## src/rtl/ctrl_link_tx.sv

```systemverilog
// Player-2 controller link transmitter: synchronizes and debounces three active-low buttons
// and sends their state as 7-bit UART-style frames on change and at a periodic refresh.
module ctrl_link_tx #(
  parameter int unsigned CLKS_PER_BIT    = 434,
  parameter int unsigned DEBOUNCE_CYCLES = 65536,
  parameter int unsigned REFRESH_CYCLES  = 833333
) (
  input  logic       clk,
  input  logic       rst,
  input  logic       left_n,
  input  logic       right_n,
  input  logic       attack_n,
  output logic       tx,
  output logic       busy,
  output logic [2:0] btn_state,
  output logic [7:0] frame_count
);

  localparam int unsigned BitW = (CLKS_PER_BIT > 1) ? $clog2(CLKS_PER_BIT) : 1;
  localparam int unsigned DbW  = $clog2(DEBOUNCE_CYCLES + 1);
  localparam int unsigned RefW = $clog2(REFRESH_CYCLES);

  typedef enum logic [2:0] {StIdle, StStart, StData, StParity, StStop} state_e;

  // Input path
  logic [2:0]     sync1_q, sync2_q, sync_act;
  logic [2:0]     btn_d, btn_q;
  logic [DbW-1:0] db_cnt_d [3];
  logic [DbW-1:0] db_cnt_q [3];

  assign sync_act = ~sync2_q;

  always_comb begin
    btn_d = btn_q;
    for (int i = 0; i < 3; i++) begin
      db_cnt_d[i] = db_cnt_q[i];
      if (sync_act[i] == btn_q[i]) begin
        db_cnt_d[i] = '0;
      end else if (db_cnt_q[i] == DbW'(DEBOUNCE_CYCLES)) begin
        btn_d[i]    = sync_act[i];
        db_cnt_d[i] = '0;
      end else begin
        db_cnt_d[i] = db_cnt_q[i] + DbW'(1);
      end
    end
  end

  // Synchronizers reset to the released level so reset never looks like a press.
  always_ff @(posedge clk or posedge rst) begin
    if (rst) begin
      sync1_q <= 3'b111;
      sync2_q <= 3'b111;
      btn_q   <= 3'b000;
      for (int i = 0; i < 3; i++) db_cnt_q[i] <= '0;
    end else begin
      sync1_q <= {attack_n, right_n, left_n};
      sync2_q <= sync1_q;
      btn_q   <= btn_d;
      for (int i = 0; i < 3; i++) db_cnt_q[i] <= db_cnt_d[i];
    end
  end

  // Frame FSM
  state_e          state_q;
  logic [BitW-1:0] bit_cnt_q;
  logic [1:0]      idx_q;
  logic [3:0]      payload_q;
  logic [2:0]      last_sent_q;
  logic [RefW-1:0] refresh_q;
  logic            pending_q, seq_q, tx_q, busy_q;
  logic [7:0]      frame_count_q;

  logic bit_last, frame_end, refresh_hit, trig, start, seq_next;

  assign bit_last    = bit_cnt_q == BitW'(CLKS_PER_BIT - 1);
  assign frame_end   = (state_q == StStop) && bit_last;
  assign refresh_hit = refresh_q == RefW'(REFRESH_CYCLES - 1);
  assign trig        = pending_q || (btn_q != last_sent_q) || refresh_hit;
  assign start       = trig && ((state_q == StIdle) || frame_end);
  assign seq_next    = frame_end ? ~seq_q : seq_q;

  always_ff @(posedge clk or posedge rst) begin
    if (rst) begin
      state_q       <= StIdle;
      bit_cnt_q     <= '0;
      idx_q         <= 2'd0;
      payload_q     <= 4'd0;
      last_sent_q   <= 3'b000;
      refresh_q     <= '0;
      pending_q     <= 1'b1;
      seq_q         <= 1'b0;
      tx_q          <= 1'b1;
      busy_q        <= 1'b0;
      frame_count_q <= 8'd0;
    end else begin
      if (start) begin
        refresh_q <= '0;
        pending_q <= 1'b0;
      end else begin
        if (!refresh_hit) refresh_q <= refresh_q + RefW'(1);
        else              pending_q <= 1'b1;
      end

      if (frame_end) begin
        frame_count_q <= frame_count_q + 8'd1;
        seq_q         <= ~seq_q;
      end

      if (state_q != StIdle) begin
        bit_cnt_q <= bit_last ? '0 : bit_cnt_q + BitW'(1);
      end

      if (start) begin
        // Seq already reflects a frame finishing on this same edge.
        state_q     <= StStart;
        bit_cnt_q   <= '0;
        tx_q        <= 1'b0;
        busy_q      <= 1'b1;
        payload_q   <= {seq_next, btn_q};
        last_sent_q <= btn_q;
      end else begin
        unique case (state_q)
          StIdle: ;
          StStart: begin
            if (bit_last) begin
              state_q <= StData;
              idx_q   <= 2'd0;
              tx_q    <= payload_q[0];
            end
          end
          StData: begin
            if (bit_last) begin
              if (idx_q == 2'd3) begin
                state_q <= StParity;
                tx_q    <= ^payload_q;
              end else begin
                idx_q <= idx_q + 2'd1;
                tx_q  <= payload_q[idx_q + 2'd1];
              end
            end
          end
          StParity: begin
            if (bit_last) begin
              state_q <= StStop;
              tx_q    <= 1'b1;
            end
          end
          StStop: begin
            if (bit_last) begin
              state_q <= StIdle;
              busy_q  <= 1'b0;
            end
          end
          default: state_q <= StIdle;
        endcase
      end
    end
  end

  assign tx          = tx_q;
  assign busy        = busy_q;
  assign btn_state   = btn_q;
  assign frame_count = frame_count_q;

endmodule
```

## config.mk

```make
export PLATFORM = sky130hd
export DESIGN_NAME = ctrl_link_tx
export DESIGN_NICKNAME = d
export VERILOG_FILES = /design/src/rtl/ctrl_link_tx.sv
export SDC_FILE = /design/constraint.sdc
export NUM_CORES = 1
export LEC_CHECK = 0
export BUFFER_PORTS_ARGS = -buffer_cell sky130_fd_sc_hd__buf_2
export CORE_ASPECT_RATIO = 0.7
export CORE_MARGIN = 2
export CORE_UTILIZATION = 40
export CTS_CLUSTER_SIZE = 20
export DETAILED_ROUTE_END_ITERATION = 10
export PLACE_DENSITY_LB_ADDON = 0.25
export SLEW_MARGIN = 40
export SYNTH_ARGS = -nofsm -noshare
export SYNTH_HDL_FRONTEND = slang
export SYNTH_SLANG_ARGS = --single-unit
```

## constraint.sdc

```tcl
create_clock -name clk -period 3.1 [get_ports clk]
set_clock_uncertainty 0.05 [all_clocks]
set_input_delay 0.155 -clock clk [delete_from_list [all_inputs] [get_ports clk]]
set_output_delay 0.155 -clock clk [all_outputs]
set_load 0.005 [all_outputs]
```

# [Yosys cells after proc, flatten, opt, wreduce, memory -nomap -nowiden]
# Index checks and enable logic that the tools add are counted.
[classes] multipliers=0 n_bitwise=6 n_eq_ne=24 n_lt_le_gt_ge=1 shifts=0 addsub=7 muxes=36 div_mod_pow=0 n_reduce_logical=21
[op_table] cell="two-way mux 17 bit" count=6
[op_table] cell="adder 17 x 1 -> 17 bit, second input constant" count=3
[op_table] cell="equality test 17 bit, second input constant" count=3
[op_table] cell="two-way mux 20 bit" count=2
[op_table] cell="two-way mux 9 bit" count=3
[op_table] cell="adder 20 x 1 -> 20 bit, second input constant" count=1
[op_table] cell="equality test 20 bit, second input constant" count=1
[op_table] cell="two-way mux 3 bit" count=6
[op_table] cell="inequality test 3 bit, second input constant" count=5
[op_table] cell="case mux 3 bit (5 select lines)" count=1
[op_table] cell="two-way mux 1 bit" count=12
[op_table] cell="nonzero test 2 bit" count=5
[op_table] cell="adder 9 x 1 -> 9 bit, second input constant" count=1
[op_table] cell="equality test 9 bit, second input constant" count=1
[op_table] cell="adder 8 x 1 -> 8 bit, second input constant" count=1
[op_table] cell="inequality test 2 bit, second input constant" count=4
[op_table] cell="AND reduction 2 bit" count=4
[op_table] cell="equality test 3 x 2 -> 1 bit, second input constant" count=2
[op_table] cell="two-way mux 2 bit" count=3
[op_table] cell="AND reduction 6 bit" count=1
[op_table] cell="inverter 1 bit" count=5
[op_table] cell="AND reduction 5 bit" count=1
[op_table] cell="case mux 2 bit (2 select lines)" count=1
[op_table] cell="AND reduction 4 bit" count=1
[op_table] cell="other kinds (17)" count=22
[totals] elab_cells=114 regBits=113 mem_count=0 latch_bits=0 romBits=0 ram_bits=0

# [Depth between registers and ports, before layout]
# Gate-level depths: netlist (run 1).
[depth] word_depth=7 ltp_mapped=9 depth_no_buf=7

# [Worst setup path before layout (run 1)]
# Ideal clock, no wire load.
[synth_timing] path_type="flip-flop to flip-flop" from="register bit_cnt_q[2]" to="register payload_q[0]" path_stages_with_launch=6 n_path_buf=0 setup_ns=0.125 arrival_ns=1.955 t_required_ns=2.925 slack_ns=0.971 cell_sequence="dfrtp_1 or4b_4 nor3_4 nor2_4 nor2_4 mux2_2"
[synth_between] elab_chain_cells=4
[synth_rtl] item="start, declared" line_no="65" text="logic [BitW-1:0] bit_cnt_q;"
[synth_rtl] item="start signal, assigned" line_no="110" text="bit_cnt_q <= bit_last ? '0 : bit_cnt_q + BitW'(1);"
[synth_rtl] item="equality test 9 bit" line_no="75" text="assign bit_last = bit_cnt_q == BitW'(CLKS_PER_BIT - 1);"
[synth_rtl] item="logical AND 1 bit" line_no="76" text="assign frame_end = (state_q == StStop) && bit_last;"
[synth_rtl] item="logical OR 1 bit" line_no="79" text="assign start = trig && ((state_q == StIdle) || frame_end);"
[synth_rtl] item="logical AND 1 bit" line_no="79"
[synth_rtl] item="end signal, assigned" line_no="119" text="payload_q <= {seq_next, btn_q};"
[synth_rtl] item="end, declared" line_no="67" text="logic [3:0] payload_q;"
# Every way passes these cells.
# A chain may end at the register's enable or synchronous reset.

# [Final worst setup path (run 1)]
[layout_timing] from="register state_q[1]" to="register refresh_q[5]"
[layout_between] elab_chain_cells=5 elab_cells_between_ends=7 cone_classes="eq/ne: 2; mux: 1; reduce/logical: 4"
[layout_rtl] item="start, declared" line_no="64" text="state_e state_q;"
[layout_rtl] item="start signal, assigned" line_no="84" text="state_q <= StIdle;"
[layout_rtl] item="start signal, assigned" line_no="115" text="state_q <= StStart;"
[layout_rtl] item="start signal, assigned" line_no="126" text="state_q <= StData;"
[layout_rtl] item="equality test 3 bit" line_no="76"
[layout_rtl] item="logical AND 1 bit" line_no="76"
[layout_rtl] item="logical OR 1 bit *" line_no="79"
[layout_rtl] item="logical AND 1 bit *" line_no="79"
[layout_rtl] item="inequality test 2 x 1 -> 1 bit (no line) or two-way mux 20 bit (tied branches)"
[layout_rtl] item="end signal, assigned" line_no="100" text="if (!refresh_hit) refresh_q <= refresh_q + RefW'(1);"
[layout_rtl] item="end, declared" line_no="69" text="logic [RefW-1:0] refresh_q;"
# Mark *: on every way between the ends. The rest lies on a longest branch, timed or not.

==> summary.txt, run 1 <==
Clock tree
  • Clock sink total: between 100 and 150
  • Hold buffers post-CTS: 4
  • Clock root cell: clkbuf_16
  • TritonCTS clock tree: done
  • CTS clk-pin slew, worst paths: 0.07 ns
  • Quantity of gates resized following cts: 0
  • CTS buffer count: 9
  • CTS max path bufs: 2
  • Clock Latency Late Sink: about 0.35 ns
  • # H-tree levels: 3
  • Setup Buffers After CTS: 0

Setup path
  • Critical Path RT: approximately 3.3 ns
  • Crit path launch type: register
  • Kind of critical path: register to register
  • WP data arrival: 2.57 ns
  • Critical path fanouts, max: 19
  • Crit. End Element: register

Yosys
  • Syn nets: approximately 560
  • Mapped Area: about 0.0054 mm²
  • Synthesized area per cell: between 9 and 10 µm²
  • Largest area contributor in the netlist: dfrtp_1
  • Asr flop ratio synth: 100%
  • Cell variety after synth: between 40 and 50
  • Total number of yosys warnings: 0
  • Post-synthesis cell count: about 540
  • Top cell type's share of synthesized area: a little under half
  • Part of the Yosys area used for sequential elements: between 50 and 60%
  • Top area cells in the synthesized netlist: dfrtp_1 (47%), xnor2_1 (7.3%), nor2_1 (6.0%), xor2_1 (4.9%), dfstp_2 (3.9%)
  • Post-synth EDFFs: 0
  • Register bit total from synthesis: 110
  • Top FF cell, synth: dfrtp_1

Power
  • Static Leak: 2.61 nW
  • P per Cell Area: between 400 and 500 mW/mm²
  • VDD IR max: about 0.26 mV

Floorplanning
  • # IOs: 18
  • Initial core utilization: 41.0%
  • Die Wd: 143 µm
  • Die area: 0.0145 mm²
  • Die height: ~100 µm
  • Core area: between 0.01 and 0.015 mm²
  • Num rows: 35

Global route
  • Initial antenna violation count: 0
  • Global-route wire length before repair: approximately 18000 µm
  • Largest net degree at the start of global routing: 62
  • GRT Total Usage: ~15%
  • Grt total ovfl: 0
  • Vias in the first global route: 3810

Flow run
  • Max cap viols: 0

Final layout
  • Diode count: 0
  • Final core utilization: around 46%
  • Fillers: around 1.2k
  • Nets: between 500 and 600
  • Fraction of layout cells with a size suffix above 1: 9.79%
  • Area of the multi-input gates: approximately 0.0025 mm²
  • FF/Latch Area: 0.00276 mm²
  • Area Overhead vs Synth: 11.4%
  • Non-filler cells, final: between 700 and 800
  • Most common cell after layout, fill and taps aside: dfrtp_1
  • Most frequent cells in the layout: dfrtp_1 (102), nor2_1 (86), xnor2_1 (45), nand2_1 (37), xor2_1 (30)

Placed design
  • Hpwl dp: about 6900 µm
  • Port Buffers: 17
  • # placed instances: roughly 740
  • Gpl congestion: 0.825

Timing
  • Tcrit/Tclk final: around 77%
  • Final hold viol count: 0
  • Slew Viols, Final: 0
  • Slew @ Worst Pin: 0.613 ns
  • Final Setup Violations: 0
  • Slew margin rel.: just under 60%
  • Tmin final: approximately 2.4 ns
  • Setup tns final: 0 ns
  • Hold WS: 0.309 ns
  • RSZ-0062 raised after global routing: no
  • Fmax: around 420 MHz

Detailed routing
  • Via count: 3833
  • DRC Markers: 0
  • Via/cell ratio: ~5.1
  • Final WL: between 9000 and 10000 µm
  • Routed len/inst: about 13 µm
  • Starting DRC count in detailed routing: roughly 160
  • First-pass DRT Iterations: 4
  • Routed Antenna Nets: 0

Min path
  • Hold Crit Class: register to register

Status
  • Status: complete, no violations
## Yosys cell counts (all sizes together) (2+ instances only)
master and number:
and3 16, nor4 8, dfrtp 102, dfstp 8, a21oi 14, o22ai 5
clkbuf 7, o21ai 19, xnor2 45, nor3 13, nand3 28, or2 2
nor2b 3, nor2 88, or3 12, and4 6, ha 12, buf 3
or4 5, o211ai 2, nor3b 2, mux2i 2, and2 2, mux2 5
o31ai 3, nor4b 8, nand4 20, o21a 2, inv 23, nand2 37
xor2 30
## path summary, 6_finish.rpt
path,start,to,slack (ns),cells past startpoint
max,state_q[1],refresh_q[5],0.71,6
min,sync1_q[2],sync2_q[2],0.31,0
max reg2reg,state_q[1],refresh_q[5],0.71,6
min reg2reg,sync1_q[2],sync2_q[2],0.31,0
max in group asynchronous,rst,tx,1.83,4
min in group asynchronous,rst,db_cnt_q[38],0.38,3
## logic make-up (layout without fill, tap and decap cells)
group                    after synthesis  count (layout)  synth area share, %
adder cells (fa/ha/maj)               12              12                 2.78
multiplexers                           8               8                 1.83
buffers and inverters                 33              63                 2.64
XOR/XNOR                              75              75                 12.1
flip-flops                           110             110                 51.1
AND/OR/NAND/NOR                      255             255                 24.4
AO/OA/AOI/OAI                         49              49                 5.18
## per-layer routing
layer  vias to the layer above  GRT usage (%)  share of wire (%)
met5                         -              0                  0
met4                         0           4.11                1.3
met3                        13           4.11                3.0
met2                        36           23.4                 43
met1                      1855           21.5                 52
li1                       1929              -                  -
## metrics by stage
stage                     total power [mW]  instance area, µm²  worst slack, ns
after global placement                1.56                5710            0.779
final                                 2.62                6020            0.705
after detailed placement              1.57                5710            0.704
after CTS                             2.68                6020            0.690
after global routing                  2.74                6020            0.520
after floorplan                       1.54                5410          0.00594
## cell type report
class,instances,share of cell area (%)
multi-input cells,399,41.6
clock inverters,4,0.499
well taps,185,3.84
clock buffers,12,4.09
inverters,23,1.47
flip-flops and latches,110,45.9
repair buffers,24,2.66
## power breakdown
part	total, mW	switching [mW]	internal (mW)	leakage (nW)
Sequential	1.46	0.0129	1.45	1.49
Clock	1.09	0.514	0.571	0.133
Combinational	0.0743	0.0504	0.0240	0.991
Total	2.62	0.578	2.05	2.61
## state kept, by name, indices dropped and copies added, names as in the netlist
name	cells
sync1_q	3
payload_q	4
frame_count	8
refresh_q	20
db_cnt_q	51
bit_cnt_q	9
btn_state	3
seq_q	1
tx	1
sync2_q	3
pending_q	1
idx_q	2
state_q	3
busy	1
## worst max-delay path: stages, from the launching register on
cell,delay (ns)
dfrtp_1,0.52
or3b_2,0.56
nor3_4,0.45
nor2_4,0.13
nor2_4,0.21
buf_4,0.26
nor2_1,0.07
Power figures use the tool's default switching activity.
==> run 2, diff against run 1 <==
==> constraint.sdc (replaced) <==
create_clock -name clk -period 2 [get_ports clk]
set_clock_uncertainty 0.05 [all_clocks]
set_input_delay 0.1 -clock clk [delete_from_list [all_inputs] [get_ports clk]]
set_output_delay 0.1 -clock clk [all_outputs]
set_load 0.005 [all_outputs]
==> run 2 against run 1 <==
  * The run now ends with setup timing left
  * Sequential share of layout area down 3.5 points
  * Fmax increased by 19%
  * Critical endpoint is now payload_q[2]
  * Final cell count is 6.2% higher
  * Worst setup slack worse by 0.72 ns
  * Global-route usage grew 1.1 points
  * Largest power group unchanged
  * Register-to-register slack worse by 0.72 ns
  * First-iteration DRC count grew 52%
  * Wire length grew 9.6%
  * Critical path depth decreased by 1
  * Utilization grew 3.8 points
  * Combinational power grew 67%
==> summary.txt, run 2 (synthesis gave the netlist of run 1 again) <==
Timing
  • RSZ-0062 raised after global routing: yes
  • Tcrit/Tclk final: 101% (+24 points)
  • Slew @ Worst Pin: 0.598 ns (-0.0143 ns)
  • Fmax: 495 MHz (+19%)
  • Final setup margin: -0.0195 ns (-0.725 ns)
  • Tmin final: 2.02 ns (-0.375 ns)
  • Final hold viol count: 0 (unchanged)
  • Slew margin rel.: 60.1% (+1.3 points)
  • Hold WS: 0.307 ns (-0.00208 ns)
  • Final Setup Violations: 6 (+6)
  • Slew Viols, Final: 0 (unchanged)

Flow run
  • Max cap viols: 0 (unchanged)

Setup path
  • Reg2Reg Capture Point: payload_q[2]
  • Worst r2r src: bit_cnt_q[6]
  • Critical Path RT: 2.19 ns (-1.09 ns)
  • Critical path fanouts, max: 6 (-13)
  • R2r setup slk: -0.02 ns (-0.72 ns)
  • Crit path launch type: register
  • Origin of the worst setup path: bit_cnt_q[6]
  • Kind of critical path: register to register
  • WP data arrival: 2.21 ns (-0.36 ns)
  • Crit. End Element: register
  • Critical Path End: payload_q[2]
  • Reg2Reg Depth: 5 (-1)

Power
  • Reported net switching power: 0.920 mW (+59%)
  • Comb pwr share: 2.9% (about the same)
  • Switching share of power: 21.9% (-0.082 points)
  • Sequential cell fraction of total power: 54.1% (-1.7 points)
  • P_int: 3.27 mW (+60%)
  • Post-route total power: 4.19 mW (+60%)
  • Clock network power share: 43.0% (+1.6 points)
  • VDD IR max: 0.401 mV (+52%)
  • P per Cell Area: 643 mW/mm² (+48%)
  • Static Leak: 2.86 nW (+9.5%)

Clock tree
  • # H-tree levels: 3 (unchanged)
  • CTS clk-pin slew, worst paths: 0.07 ns (about the same)
  • Clock sink total: 110 (unchanged)
  • CTS buffer count: 9 (unchanged)
  • CTS max path bufs: 2 (unchanged)
  • Clock root cell: clkbuf_16
  • TritonCTS clock tree: done
  • Clock Latency Late Sink: 0.35 ns (about the same)

Detailed routing
  • First-pass DRT Iterations: 4 (unchanged)
  • Starting DRC count in detailed routing: 245 (+52%)
  • Via/cell ratio: 5.02 (-0.88%)
  • Final WL: 10800 µm (+9.6%)
  • DRC Markers: 0 (unchanged)
  • Via count: 4035 (+5.3%)
  • Routed Antenna Nets: 0 (unchanged)
  • Routed len/inst: 13.4 µm (+3.2%)

Final layout
  • Reg with most FFs: db_cnt_q
  • Max reg flops: 51 (unchanged)
  • Final core utilization: 49.5% (+3.8 points)
  • Most common cell after layout, fill and taps aside: dfrtp_1
  • Fraction of layout cells with a size suffix above 1: 19.7% (+9.9 points)
  • Biggest regs: db_cnt_q: 51 flops, refresh_q: 20 flops, bit_cnt_q: 9 flops
  • Diode count: 0 (unchanged)
  • Fillers: 1220 (-0.97%)
  • Area of the multi-input gates: 0.00262 mm² (+4.4%)
  • Most frequent cells in the layout: dfrtp_1 (102), nor2_1 (83), buf_4 (47), xnor2_1 (45), nand2_1 (37)
  • Nets: 631 (+8.0%)
  • FF/Latch Area: 0.00276 mm² (unchanged)
  • Area Overhead vs Synth: 20.6%

Status
  • Status: finished, violations left
  • Failing checks: setup timing

Global route
  • Global-route wire length before repair: 19200 µm (+7.9%)
  • Grt total ovfl: 0 (unchanged)
  • M3 GR Usage: 3.97% (-0.14 points)
  • GRT met2 Usage: 24.8% (+1.4 points)
  • GRT Total Usage: 16.4% (+1.1 points)
  • Vias in the first global route: 4046 (+6.2%)
  • Most Crowded Layer GR: met2
  • Largest net degree at the start of global routing: 111 (+79%)
  • Initial antenna violation count: 0 (unchanged)
  • Met1 GRT Util: 23.5% (+2.0 points)

Placed design
  • Dpl ws: -0.164 ns (-0.868 ns)
  • Hpwl dp: 7390 µm (+6.9%)
  • Gpl congestion: 0.807 (-2.2%)
  • Port Buffers: 17 (unchanged)

Min path
  • Hold Path Depth: 0 (unchanged)
  • Hold Crit Class: register to register

Floorplanning
  • Die Wd: 143 µm (unchanged)
  • Num rows: 35 (unchanged)
  • Core area: 0.0132 mm² (unchanged)
  • Initial core utilization: 41.0% (unchanged)
  • Die height: 101 µm (unchanged)
  • Die area: 0.0145 mm² (unchanged)
  • # IOs: 18 (unchanged)
==> run 2: worst min-delay path by stage <==
stage,endpoint,start
floorplan,sync1_q[0],left_n
global placement,sync1_q[0],left_n
detailed placement,sync1_q[2],attack_n
CTS,sync2_q[0],sync1_q[0]
global route,sync2_q[2],sync1_q[2]
finish,sync2_q[0],sync1_q[0]
==> run 2: routing by layer <==
layer,part of all wire (%),vias to the layer above
met2,44,51
met1,52,1959
met4,1.2,0
met3,3.2,10
met5,0,-
li1,-,2015
==> run 2: layout make-up <==
class,instances,share of cell area (%)
Tap cell,185,3.55
Timing Repair Buffer,71,8.04
Clock inverter,6,1.07
Inverter,23,1.38
Multi-Input combinational cell,399,40.1
Clock buffer,10,3.51
Sequential cell,110,42.4
==> run 2: per-stage QoR <==
step,area (µm²),std cells,TNS (ns)
global placement,6020,778,-0.543
CTS,6450,802,-0.0255
global route,6520,804,-1.44
detailed placement,6020,778,-2.10
finish,6520,804,-0.0827
floorplan,5410,542,-1.32
==> run 2: power groups by stage <==
stage          Sequential, mW  Clock, mW  Combinational, mW
2_1_floorplan            2.31          0             0.0834
3_3_place_gp             2.31          0              0.118
3_5_place_dp             2.31          0              0.122
4_1_cts                  2.27       1.86              0.129
5_1_grt                  2.27       1.96              0.146
6_report                 2.27       1.80              0.124
==> run 2: critical path, cell delays in order (launching register included) <==
cell and delay, ns:
dfrtp_1 0.38, or4b_4 0.59, nor3_4 0.24, nor2_4 0.08, nor2_4 0.21, mux2_2 0.37
==> run 2: repair_timing <==
item                       4_1_cts  5_1_grt
gates cloned                     0        0
setup endpoints to repair       31       38
hold endpoints to repair       105        0
hold buffers                     4        0
resized for setup               16       12
pin swaps                        8        3
setup buffers                    4        2
